==> src/rtl/wdt_controller.sv <==
// Watchdog timer peripheral: bus-programmable countdown with optional warn interrupt,
// driving a fixed-length reset request pulse toward the reset controller.
module wdt_controller #(
   parameter int unsigned BUS_WIDTH     = 32,
   parameter int unsigned BUS_ACC_WIDTH = 2,
   parameter int unsigned CNT_WIDTH     = 32,
   parameter logic [7:0]  KICK_KEY      = 8'hA5,
   parameter int unsigned RST_PULSE     = 4
) (
   input  logic                     clk,
   input  logic                     rstn,
   input  logic [3:0]               addr,
   input  logic                     w_rb,
   input  logic [BUS_ACC_WIDTH-1:0] acc,
   output logic [BUS_WIDTH-1:0]     rdata,
   input  logic [BUS_WIDTH-1:0]     wdata,
   input  logic                     req,
   output logic                     resp,
   output logic                     fault,
   output logic                     irq,
   output logic                     wdt_rst
);

   // acc encodes log2 of the access size in bytes
   localparam logic [BUS_ACC_WIDTH-1:0] ACC_1B = BUS_ACC_WIDTH'(0);
   localparam logic [BUS_ACC_WIDTH-1:0] ACC_4B = BUS_ACC_WIDTH'(2);
   localparam int unsigned BW = $clog2(RST_PULSE + 1);

   typedef enum logic [1:0] {
      S_IDLE = 2'd0,
      S_RUN  = 2'd1,
      S_WARN = 2'd2,
      S_BITE = 2'd3
   } state_t;

   state_t                 state_q, state_d;
   logic [CNT_WIDTH-1:0]   count_q, count_d;
   logic [CNT_WIDTH-1:0]   load_q, load_d;
   logic                   en_q, en_d, warn_q, warn_d, lock_q, lock_d, flag_q, flag_d;
   logic                   irq_q, irq_d, wdt_rst_q, wdt_rst_d, resp_q;
   logic [BW-1:0]          bite_cnt_q, bite_cnt_d;
   logic [BUS_WIDTH-1:0]   rdata_q, rdata_d, rd_val;
   logic                   invld, valid, wr_ctrl, wr_load, wr_kick, kick_good, ctrl_ok;

   // Address/size decode and fault qualification
   always_comb begin
      invld = 1'b0;
      case (addr)
         4'h0:    invld = (acc != ACC_1B);
         4'h4:    invld = (acc != ACC_4B);
         4'h8:    invld = (acc != ACC_1B) | ~w_rb;
         4'hC:    invld = (acc != ACC_4B) | w_rb;
         default: invld = 1'b1;
      endcase
   end

   assign fault     = req & invld;
   assign valid     = req & ~invld;
   assign wr_ctrl   = valid & w_rb & (addr == 4'h0);
   assign wr_load   = valid & w_rb & (addr == 4'h4);
   assign wr_kick   = valid & w_rb & (addr == 4'h8);
   assign kick_good = wr_kick & (wdata[7:0] == KICK_KEY);
   assign ctrl_ok   = wr_ctrl & ~lock_q;

   // Register writes and watchdog state machine next-state
   always_comb begin
      state_d    = state_q;
      count_d    = count_q;
      load_d     = load_q;
      en_d       = en_q;
      warn_d     = warn_q;
      lock_d     = lock_q;
      flag_d     = flag_q;
      irq_d      = irq_q;
      wdt_rst_d  = 1'b0;
      bite_cnt_d = bite_cnt_q;

      if (ctrl_ok) begin
         en_d   = wdata[0];
         warn_d = wdata[1];
         lock_d = wdata[2];
      end else begin
         en_d   = en_q;
         warn_d = warn_q;
         lock_d = lock_q;
      end

      if (wr_ctrl && wdata[3]) begin
         flag_d = 1'b0;
      end else begin
         flag_d = flag_q;
      end

      if (wr_load && !lock_q) begin
         load_d = wdata[CNT_WIDTH-1:0];
      end else begin
         load_d = load_q;
      end

      case (state_q)
         S_IDLE: begin
            if (ctrl_ok && !en_q && wdata[0]) begin
               state_d = S_RUN;
               count_d = load_q;
            end else begin
               state_d = S_IDLE;
            end
         end
         S_RUN, S_WARN: begin
            // Kick and disable take precedence over a same-edge expiry
            if (kick_good) begin
               count_d = load_q;
               irq_d   = 1'b0;
               state_d = S_RUN;
            end else if (wr_kick) begin
               state_d    = S_BITE;
               irq_d      = 1'b0;
               bite_cnt_d = '0;
            end else if (ctrl_ok && !wdata[0]) begin
               state_d = S_IDLE;
               irq_d   = 1'b0;
            end else if (count_q == '0) begin
               if (state_q == S_RUN && warn_q) begin
                  count_d = load_q;
                  irq_d   = 1'b1;
                  state_d = S_WARN;
               end else begin
                  state_d    = S_BITE;
                  irq_d      = 1'b0;
                  bite_cnt_d = '0;
               end
            end else begin
               count_d = count_q - CNT_WIDTH'(1);
            end
         end
         S_BITE: begin
            irq_d = 1'b0;
            if (bite_cnt_q == BW'(RST_PULSE)) begin
               state_d   = S_IDLE;
               en_d      = 1'b0;
               wdt_rst_d = 1'b0;
            end else begin
               wdt_rst_d  = 1'b1;
               flag_d     = 1'b1;
               bite_cnt_d = bite_cnt_q + BW'(1);
            end
         end
         default: begin
            state_d = S_IDLE;
         end
      endcase
   end

   // Read mux reflects register contents after the access edge
   always_comb begin
      rd_val = '0;
      case (addr)
         4'h0:    rd_val[3:0] = {flag_d, lock_d, warn_d, en_d};
         4'h4:    rd_val[CNT_WIDTH-1:0] = load_d;
         4'hC:    rd_val[CNT_WIDTH-1:0] = count_d;
         default: rd_val = '0;
      endcase
      if (valid && !w_rb) begin
         rdata_d = rd_val;
      end else begin
         rdata_d = rdata_q;
      end
   end

   // State and output registers with synchronous active-low reset
   always_ff @(posedge clk) begin
      if (!rstn) begin
         state_q    <= S_IDLE;
         count_q    <= '0;
         load_q     <= {CNT_WIDTH{1'b1}};
         en_q       <= 1'b0;
         warn_q     <= 1'b0;
         lock_q     <= 1'b0;
         flag_q     <= 1'b0;
         irq_q      <= 1'b0;
         wdt_rst_q  <= 1'b0;
         bite_cnt_q <= '0;
         resp_q     <= 1'b0;
         rdata_q    <= '0;
      end else begin
         state_q    <= state_d;
         count_q    <= count_d;
         load_q     <= load_d;
         en_q       <= en_d;
         warn_q     <= warn_d;
         lock_q     <= lock_d;
         flag_q     <= flag_d;
         irq_q      <= irq_d;
         wdt_rst_q  <= wdt_rst_d;
         bite_cnt_q <= bite_cnt_d;
         resp_q     <= valid;
         rdata_q    <= rdata_d;
      end
   end

   assign rdata   = rdata_q;
   assign resp    = resp_q;
   assign irq     = irq_q;
   assign wdt_rst = wdt_rst_q;

endmodule

==> config.mk <==
export PLATFORM = sky130hd
export DESIGN_NAME = wdt_controller
export DESIGN_NICKNAME = d
export VERILOG_FILES = /design/src/rtl/wdt_controller.sv
export SDC_FILE = /design/constraint.sdc
export NUM_CORES = 1
export LEC_CHECK = 0
export ABC_AREA = 1
export BUFFER_PORTS_ARGS = -buffer_cell sky130_fd_sc_hd__buf_4
export CORE_ASPECT_RATIO = 1.25
export CORE_UTILIZATION = 35
export DETAILED_ROUTE_END_ITERATION = 10
export PLACE_DENSITY = 0.62
export SETUP_SLACK_MARGIN = 0.2
export SYNTH_ARGS = -nofsm -noshare
export SYNTH_HDL_FRONTEND = slang
export SYNTH_SLANG_ARGS = --single-unit
==> constraint.sdc <==
create_clock -name clk -period 5.4 [get_ports clk]
set_input_delay 0.54 -clock clk [delete_from_list [all_inputs] [get_ports clk]]
set_output_delay 0.54 -clock clk [all_outputs]
set_load 0.005 [all_outputs]
After elaboration in Yosys (flattened, before gate mapping)
Cells that the tools add are included.
- register bits after elaboration: 108
- bits of input ports: 42
- output and inout bits: 36
- logic and storage cells: 105
- add/sub/neg operators: 2
- equality and inequality tests: 16
- mux-type cells: 41
- bitwise gates (word level): 13
- reduce and logical (&&, ||, !) cells: 21
- operators with widths (kind ; count):
    32-bit 2-to-1 mux ; 7
    32-bit case mux with 2 select lines ; 1
    28-bit case mux with 2 select lines ; 1
    32-bit logical NOT ; 1
    32-bit by 1-bit subtractor with 32-bit output (second input constant) ; 1
    3-bit 2-to-1 mux ; 6
    1-bit 2-to-1 mux ; 16
    4-bit case mux with 3 select lines ; 1
    2-bit 2-to-1 mux ; 5
    3-bit != test (second input constant) ; 3
    1-bit bitwise AND ; 8
    4-bit equality test (second input constant) ; 2
    8-bit equality test (second input constant) ; 1
    2-bit != test (second input constant) ; 4
    1-bit logical AND ; 7
    2-bit case mux with 3 select lines ; 1
    3-bit case mux with 2 select lines ; 1
    2-bit AND reduction ; 3
    6-bit AND reduction ; 1
    5-bit != test (second input constant) ; 1
    2-bit equality test (second input constant) ; 2
    4-bit by 3-bit equality test with 1-bit output (second input constant) ; 1
    1-bit logical NOT ; 4
    4-bit logical NOT ; 1
    other kinds (10) ; 14

Longest topological paths before layout
- depth in word-level cells: 14
- mapped depth: 18
- mapped depth without buffers: 17

Least setup slack after synthesis
OpenSTA, ideal clock, no wires.
- path type: input to register
- from: input acc[0]
- to: register rdata_q[5], in the netlist rdata[5]
- library setup time: 0.119 ns
- arrival time: 2.019 ns
- required time: 5.281 ns
- slack: 3.262 ns
- stages on the path: 15
- buffers on the path: 1
- cells stage by stage: inv_1 nand2_1 inv_1 nor2_1 nor2_1 nand3_2 nor2_4 nand2_2 nand2_2 buf_6 nand2_1 o211ai_1 nand2_1 nand3_1 a21oi_1
- longest elaborated chain between the ends: 14
- elaborated cells between the ends (all ways): 25
- classes of those cells: eq/ne (1); mux (8); bitwise (10); reduce/logical (6)
- RTL lines (element ; RTL line ; source):
    from (decl) ; 14 ; input logic [BUS_ACC_WIDTH-1:0] acc,
    2-bit != test / 2-bit nonzero test (equally long branches) ; n/a ;
    1-bit OR, on equally long branches ; 52, 51 ;
    1-bit case mux with 4 select lines (*) ; 48 ; case (addr)
    1-bit NOT (*) ; 58 ; assign valid = req & ~invld;
    1-bit bitwise AND (*) ; 58 ;
    1-bit bitwise AND ; 59, 60, 61 ;
    1-bit bitwise AND ; 59 ; assign wr_ctrl = valid & w_rb & (addr == 4'h0);
    1-bit bitwise AND ; 63 ; assign ctrl_ok = wr_ctrl & ~lock_q;
    1-bit logical AND ; 119 ; end else if (ctrl_ok && !wdata[0]) begin
    32-bit 2-to-1 mux ; 119 ;
    32-bit 2-to-1 mux ; 115 ; end else if (wr_kick) begin
    32-bit 2-to-1 mux ; 111 ; if (kick_good) begin
    32-bit case mux with 2 select lines ; 100 ; case (state_q)
    28-bit case mux with 2 select lines ; 157 ; case (addr)
    to (signal assigned) ; 197 ; rdata_q <= rdata_d;
    to (decl) ; 42 ; logic [BUS_WIDTH-1:0] rdata_q, rdata_d, rd_val;
Every way passes the cells marked *; elsewhere a longest branch is shown, timed or not.
A chain may end at the register's enable or synchronous reset.

Worst setup path in the final report
- from: input acc[0]
- to: register rdata_q[6], in the netlist rdata[6]
Same word-level chain as after synthesis.

==> impl_metrics.toml <==
[outcome]
outcome = "finished, final reports clean"

[finish]
layout_commonest_cell = "nand2_1"
final_cell_mix = "nand2_1 (339), o21ai_0 (163), inv_1 (132)"
diodes = 0
fillers = 2298
post-route-util_pct = 40.7
area_delta_synth_final_pct = 13.9
drive_gt1_share_pct = 10.8
nNetsFinal = 1318

[detailed_routing]
dr.pass1.iters = 6
detail-route-antenna-nets = 0
avgRoutedWirePerCell_um = 14.7
vias_per_cell = 5.08
drt_wl_total_um = 22800
drc_errors = 0
drt_iter0_markers = 679
dr_total_vias = 7864

[critical_path]
crit_path_frequent_cell = "inv_1"
crit_slowest_cell = "nand2_2"
cp_num_buf_inv = 4
worst_ep_required_time_ns = 5.70
worstSetupPathType = "in2reg"
ff2ff_path_depth = 10
worst_setup_path_end_kind = "flop"
cpPeakStageDelay_ns = 0.59
rr_startpoint = "state_q[0]"
timing.reg2reg.setup_slack_ns = 2.44
start_kind = "input port"
worstPathArrival_ns = 3.63
cp_max_fo = 30
path_delay_family = "simple AND/OR/NAND/NOR gates"
cp_cell_sequence = "buf_4 -> inv_1 -> nand2_1 -> inv_1 -> nor2_1 -> nor2_1 -> nand3_2 -> nor2_4 -> nand4_2 -> nand2_2 -> inv_1 -> nand2_1 -> nand3_1 -> o21ai_0 -> nand3_1 -> a21oi_1"
timing.rr.end = "rdata[3]"

[synth]
synth_top_area_cell = "dfxtp_1"
synth_cell_types = 36
synthArstFlopShare_pct = 0
synth_edf_count = 0
synthTopCellsByArea = "dfxtp_1 (29%), nand2_1 (17%), o21ai_0 (11%), inv_1 (6.7%), nor2_1 (6.4%)"
ys.flop_type = "dfxtp_1"
postSynthCellCount = 1238
syn_avg_cell_area_um2 = 6.00
netlist_area_um2 = 7430
yosysWarnings = 0
synth.net_count = 1286
postSynthRegisterBits = 108
yosysSeqAreaShare_pct = 29.1
yosysTopAreaCellShare_pct = 29.1

[timing]
rsz0062_at_grt = "no"
hold_viol = 0
fmax_ghz = 0.301
max_slew.worst_pin.slew_ns = 1.17
relSlewSlack_pct = 22.2
drv_slew = 0
period_needed_ns = 3.32
setup_tns_ns = 0
skew_ns = 0.0117
period_share_pct = 61.5
setup_viol = 0

[power]
power.leakage_nw = 4.53
irDropWorstVdd_mv = 0.161
power_density_nw_per_um2 = 203

[global_route]
grt_max_degree = 60
grt_antenna_before_repair = 0
grt_pass1_wl_um = 37200
grt_usage_pct = 21.3
grt_pass1_vias = 7414
gr-total-overflow = 0

[floorplanning]
num_rows = 59
die_w_um = 132
core_area_um2 = 20800
dieArea_um2 = 21800
start_util_pct = 35.7
dieHeight_um = 165
top_level_ports = 78

[min_path]
holdPathStages = 3
hp-start = "wdata[8]"
min_to = "load_q[8]"
min_path_type = "in2reg"

[clocking]
path_clk_slew_ns = 0.08
clock_latency_ns = 0.37
cts_sinks = 108
root_buffer = "clkbuf_16"
htree_levels = 3
post_cts_buffers = 0
cts_buffers = 9
cts_tree = "built"
ctsHoldBuffers = 0
clock_path_buffers = 2
cts_resized = 0

[placement]
io_buffers = 77
post-dp-hpwl_um = 15300
place_congestion = 0.995

[run]
drv_cap = 0
-- cell usage after synthesis (2+ instances only) --
cell type / number
nand2_1: 339
o21ai_0: 163
inv_1: 132
nor2_1: 126
dfxtp_1: 108
nand3_1: 93
a21oi_1: 87
clkbuf_1: 39
xor2_1: 25
mux2i_1: 17
buf_2: 16
or2_2: 14
nand4_1: 12
o211ai_1: 12
ha_1: 6
buf_6: 4
nand2_2: 4
nor2_2: 4
nor2_4: 4
o21ai_1: 4
buf_1: 3
nand3_2: 3
nand4_2: 3
o21bai_1: 3
a211oi_1: 2
buf_4: 2
clkinv_1: 2
inv_2: 2
nor3_1: 2
-- layer usage --
| metal | GRT usage (%) | wire length, µm | share of wire (%) |
|---|---|---|---|
| met4 | 7.58 | 515 | 2.3 |
| met3 | 3.16 | 917 | 4.0 |
| met5 | 0 | 0 | 0 |
| met1 | 25.2 | 10200 | 45 |
| met2 | 38.9 | 11200 | 49 |
-- stage by stage --
stage	setup slack [ns]	power [mW]	cells	area [µm²]	hold slack [ns]
after floorplan	3.26	0.902	1238	7430	0.458
after global placement	1.85	0.964	1533	8130	0.467
after detailed placement	1.72	0.965	1533	8130	0.460
after CTS	2.11	1.74	1548	8470	0.389
after global routing	1.68	1.79	1548	8470	0.393
final	2.08	1.72	1548	8470	0.396
-- report_power, final --
part           switching, mW  leakage, nW  internal [mW]
sequential           0.00468        0.873          0.803
combinational         0.0815         3.49         0.0562
clock                  0.311        0.162          0.464
-- worst max-delay path by stage --
stage / startpoint / end / slack, ns / cells past startpoint
after floorplan: acc[0] / rdata[5] / 3.26 / 15
after global placement: acc[0] / rdata[6] / 1.85 / 16
after detailed placement: acc[0] / rdata[6] / 1.72 / 16
after CTS: acc[0] / rdata[6] / 2.11 / 16
after global routing: acc[0] / rdata[6] / 1.68 / 16
final: acc[0] / rdata[6] / 2.08 / 16
-- cell type report --
| class | instances | area (µm²) | share of cell area, % |
|---|---|---|---|
| Inverter | 137 | 515 | 6.09 |
| Timing Repair Buffer | 85 | 638 | 7.54 |
| Clock inverter | 4 | 97.6 | 1.15 |
| Tap cell | 274 | 343 | 4.05 |
| Clock buffer | 11 | 243 | 2.87 |
| Multi-Input combinational cell | 929 | 4470 | 52.8 |
| Sequential cell | 108 | 2160 | 25.5 |
-- cells by family (layout without fill, tap and decap cells) --
logic type	Yosys count	in the layout	synth area share (%)
adder cells (fa/ha/maj)	6	6	1.01
XOR/XNOR	26	26	3.06
AND/OR/NAND/NOR	607	607	34.6
AO/OA/AOI/OAI	273	273	19.0
multiplexers	17	17	2.29
buffers and inverters	201	237	10.9
flip-flops	108	108	29.1
-- worst min-delay path, delay by kind of cell --
kind	cells	cell delay (ns)
buffers and inverters	1	0.07
muxes	1	0.06
and+or+nand+nor	1	0.05
-- state kept, by name (all words and copies together) (netlist names), 2 cells and up --
signal / flops
count_q: 32
rdata: 32
load_q: 32
state_q: 2
bite_cnt_q: 3
(Power assumes the default switching activity.)
